File: src/rtl/seq_detector_1101_pkg.sv
// Shared definitions for the 1101 sequence detector: state codes, state width
// and the default detection-counter width.
package seq_detector_1101_pkg;

  localparam int STATE_W       = 3;
  localparam int CNT_WIDTH_DEF = 4;

  typedef enum logic [STATE_W-1:0] {
    S0    = 3'd0,
    S1    = 3'd1,
    S11   = 3'd2,
    S110  = 3'd3,
    S1101 = 3'd4
  } state_e;

endpackage

File: src/rtl/seq_detector_1101_state_reg_sr.sv
// State register for the detector: a bank of plain D flip-flops with the
// synchronous reset folded into each D input.
module d_flip_flop (
  input  logic clk_i,
  input  logic d_i,
  output logic q_o
);

  always_ff @(posedge clk_i) begin
    q_o <= d_i;
  end

endmodule

module state_reg_sr #(
  parameter int W = 3
) (
  input  logic         clk_i,
  input  logic         rst_i,
  input  logic [W-1:0] d_i,
  output logic [W-1:0] q_o
);

  logic [W-1:0] d_gated;

  // Reset wins over the next-state value, so the flops themselves stay reset-free.
  assign d_gated = rst_i ? '0 : d_i;

  for (genvar i = 0; i < W; i++) begin : g_bit
    d_flip_flop u_ff (
      .clk_i (clk_i),
      .d_i   (d_gated[i]),
      .q_o   (q_o[i])
    );
  end

endmodule

File: src/rtl/seq_detector_1101.sv
// Moore detector for the overlapping serial pattern 1101, with a saturating
// detection counter and a sticky overflow flag.
module seq_detector_1101
  import seq_detector_1101_pkg::*;
#(
  parameter int CNT_WIDTH = CNT_WIDTH_DEF
) (
  input  logic                 Clk,
  input  logic                 Reset,
  input  logic                 En,
  input  logic                 Din,
  output logic                 Detect,
  output logic [CNT_WIDTH-1:0] Count,
  output logic                 Overflow
);

  logic [STATE_W-1:0]   state_q;
  logic [STATE_W-1:0]   state_d;
  logic                 hit;
  logic [CNT_WIDTH-1:0] count_q;
  logic [CNT_WIDTH-1:0] count_d;
  logic                 overflow_q;
  logic                 overflow_d;

  state_reg_sr #(.W(STATE_W)) u_state_reg (
    .clk_i (Clk),
    .rst_i (Reset),
    .d_i   (state_d),
    .q_o   (state_q)
  );

  always_comb begin
    state_d = state_q;
    hit     = 1'b0;
    case (state_q)
      S0:    if (En) state_d = Din ? S1    : S0;
      S1:    if (En) state_d = Din ? S11   : S0;
      S11:   if (En) state_d = Din ? S11   : S110;
      S110:  if (En) begin
               state_d = Din ? S1101 : S0;
               hit     = Din;
             end
      S1101: if (En) state_d = Din ? S11   : S0;
      // Illegal codes recover to S0 even while sampling is disabled.
      default: state_d = S0;
    endcase
  end

  always_comb begin
    count_d    = count_q;
    overflow_d = overflow_q;
    if (hit) begin
      if (&count_q) overflow_d = 1'b1;
      else          count_d    = count_q + CNT_WIDTH'(1);
    end
  end

  always_ff @(posedge Clk) begin
    if (Reset) begin
      count_q    <= '0;
      overflow_q <= 1'b0;
    end else begin
      count_q    <= count_d;
      overflow_q <= overflow_d;
    end
  end

  assign Detect   = (state_q == S1101);
  assign Count    = count_q;
  assign Overflow = overflow_q;

endmodule

File: config.mk
export PLATFORM = sky130hd
export DESIGN_NAME = seq_detector_1101
export DESIGN_NICKNAME = d
export VERILOG_FILES = /design/src/rtl/seq_detector_1101_pkg.sv /design/src/rtl/seq_detector_1101_state_reg_sr.sv /design/src/rtl/seq_detector_1101.sv
export SDC_FILE = /design/constraint.sdc
export NUM_CORES = 1
export LEC_CHECK = 0
export CAP_MARGIN = 20
export CORE_AREA = 2 2 39 41
export CTS_CLUSTER_DIAMETER = 50
export DETAILED_ROUTE_END_ITERATION = 8
export DIE_AREA = 0 0 41 43
export GPL_TIMING_DRIVEN = 0
export PLACE_DENSITY = 0.64
export SLEW_MARGIN = 20
export SYNTH_ARGS = -nofsm -noshare
export SYNTH_HDL_FRONTEND = slang
export SYNTH_SLANG_ARGS = --single-unit
File: constraint.sdc
create_clock -name Clk -period 2.07 [get_ports Clk]
set_clock_uncertainty 0.1 [all_clocks]
set_input_delay 0.414 -clock Clk [delete_from_list [all_inputs] [get_ports Clk]]
set_output_delay 0.414 -clock Clk [all_outputs]
set_load 0.005 [all_outputs]
==> summary.txt <==
STA
  – Final Cycle Share: 92.0%
  – Fin. Hold Viols: 0
  – Post-layout min period: roughly 1.9 ns
  – Post-route setup TNS: 0 ns
  – Slew HR: 73.0%
  – Slew Viols, Final: 0
  – Setup WS post-layout: 0.166 ns
  – Worst Tran Pin Value: 0.405 ns
  – RSZ-0062 raised after global routing: false
  – Final Setup Violations: 0
  – Peak Freq: 525 MHz

Detailed routing
  – Wirelength per Cell: 11.2 um
  – Final ANT Viol Nets: 0
  – Total routed wirelength: roughly 800 um
  – Vias: roughly 360
  – # DRC: 0
  – Vias/cell: 4.93
  – First DRT Iteration DRCs: 3
  – 1st-pass router iterations: 3

Synthesis
  – Post-Syn Area: 399 um^2
  – Yosys warnings: 0
  – Mapped Cells: 45
  – Synth area leaders: dfxtp_1 (40%), nor2_1 (6.6%), a21oi_1 (5.0%)
  – Sequential area share after synthesis: 40.1%
  – Syn Nets: 50
  – Register bit total from synthesis: 8
  – Post-synth EDFFs: 0
  – Largest area contributor in the netlist: dfxtp_1
  – Post-synth top flop: dfxtp_1
  – Unique cell type count in the Yosys netlist: 24
  – Post-synthesis average cell area: slightly below 9 um^2
  – Count leader, synth: dfxtp_1
  – Post-synth top area share: 40.1%
  – Post-synth ARST share: 0%
  – Commonest cells post-synth: dfxtp_1 (8), nor2_1 (7), a21oi_1 (4)

Place
  – Port Buffers: 8
  – Worst slack at placement: approximately 0.16 ns
  – Cell Area, Placed: 499 um^2
  – Post-DP HPWL: 597 um
  – Routability cong.: 0.679

Cells and area
  – Fill count: 156
  – Ant diodes: 0
  – Share of layout cells above drive strength 1: 14.3%
  – Finished Cell Area: 522 um^2
  – Layout net count: 63
  – Layout area overhead: 30.7%

CTS
  – CTS sink count: 8
  – Clock latency on the worst-skew pair: about 0.26 ns
  – Number of buffers created by CTS: 3
  – Root buffer cell: clkbuf_4
  – CTS tree: yes
  – Post-CTS Setup Bufs: 0
  – Clk buf depth: 2
  – H-tree lvl count: 1
  – Reg clk slew, reported paths: 0.06 ns
  – Post-CTS Resized: 0
  – Hold-fix buffers, CTS: 0

Critical path
  – Crit path from: u_state_reg.g_bit[1].u_ff.q_o
  – CP startpoint kind: flip-flop
  – WS Path Type: flip-flop to output pin
  – Worst-path cell chain: nand2b_1 > nor2_1 > clkdlybuf4s50_1
  – CP required: 1.56 ns
  – CP Max Fanout: 4
  – Critical R2R Launch: Count[0]
  – CP endpoint kind: output pin
  – CP max stage delay: 0.50 ns
  – Crit-path slowest cell: clkdlybuf4s50_1
  – Arrival @ worst endpoint: 1.39 ns

Worst hold path
  – Min-delay src: u_state_reg.g_bit[2].u_ff.q_o
  – Worst hold path class: flip-flop to flip-flop

Floorplan
  – DIE HEIGHT: 43 um
  – Cell Rows: 14
  – # IOs: 10
  – Starting Density: 28.8%
  – Core footprint: 1380 um^2
  – Die Area: 1760 um^2
  – Chip width: 41 um

Status
  – Outcome: finished clean

Pwr
  – Peak supply drop: 0.000238 V
  – Pleak: 0.188 nW
  – PwrDens: 591 nW/um^2

Job
  – Max-Cap Viols: 0

Global route
  – GRT Total Usage: 10.8%
  – GRT overflow: 0
  – First-pass GRT wire length: roughly 1.2 mm
  – Vias in the first global route: 325
  – Maximum number of pins on one net before global-route repair: 10
  – Initial antenna violation count: 0
==> layout by cell type, fill, tap and decap left out, types with 2 or more instances in the layout <==
| cell | count |
|---|---|
| clkdlybuf4s50_1 | 8 |
| nor3_1 | 2 |
| dfxtp_1 | 8 |
| and3_1 | 2 |
| nand2_1 | 3 |
| nor2_1 | 7 |
| mux2i_1 | 2 |
| a21oi_1 | 4 |
| clkbuf_4 | 3 |
==> sequential cells by signal (all words and copies together) (netlist names) <==
name and flops:
Overflow 1, Count 4, u_state_reg.g_bit.u_ff.q_o 3
==> through the flow <==
stage	std cells	total power, W	utilization, %	hold slack (ns)
after CTS	72	0.000313	37.7	0.373
after floorplan	45	0.000180	-	0.343
after detailed placement	69	0.000189	36.1	0.365
after global routing	72	0.000319	37.7	0.382
final	72	0.000308	37.7	0.376
after global placement	69	0.000188	36.1	0.361
==> layout make-up <==
class | instances | area, um^2 | share of cell area (%)
Timing Repair Buffer | 8 | 80.1 | 15.3
Buffer | 1 | 3.75 | 0.719
Clock buffer | 3 | 22.5 | 4.32
Multi-Input combinational cell | 35 | 231 | 44.4
Sequential cell | 8 | 160 | 30.7
Tap cell | 16 | 20.0 | 3.84
Inverter | 1 | 3.75 | 0.719
==> worst max-delay path: cells and delay by family (launching register included) <==
family,cells,cell delay [ns]
flip-flops,1,0.35
buffers and inverters,1,0.50
AND/OR/NAND/NOR,2,0.29
==> worst paths after layout <==
| kind | end | slack (ns) | cells after the start |
|---|---|---|---|
| worst max register to register | Count[1] | 0.60 | 5 |
| worst min register to register | u_state_reg.g_bit[0].u_ff.q_o | 0.38 | 1 |
| worst max-delay path | Detect | 0.17 | 3 |
| worst min-delay path | u_state_reg.g_bit[0].u_ff.q_o | 0.38 | 1 |
==> cells by family (layout without fill, tap and decap cells) <==
group                    after synthesis  in the layout  share of synthesized area [%]
AO/OA/AOI/OAI                          7              7                           10.3
XOR/XNOR                               2              2                           4.39
adder cells (fa/ha/maj)                1              1                           3.13
buffers and inverters                  2             13                           1.88
flip-flops                             8              8                           40.1
multiplexers                           3              3                           7.84
AND/OR/NAND/NOR                       22             22                           32.3
==> routing by layer <==
layer / wire [um] / track usage (%) / share of wire (%) / vias to the layer above
li1: - / - / - / 176
met1: 366 / 11.0 / 46 / 166
met2: 367 / 16.3 / 46 / 9
met3: 51 / 4.71 / 6.3 / 4
met4: 18 / 8.00 / 2.2 / 0
met5: 0 / 0 / 0 / -
==> power breakdown <==
group / internal [W] / leakage (nW) / switching [W]
Clock: 0.0000666 / 0.0138 / 0.0000562
Sequential: 0.000157 / 0.0647 / 0.00000402
Combinational: 0.0000121 / 0.110 / 0.0000123
Total: 0.000236 / 0.188 / 0.0000725
Power figures use the tool's default switching activity.
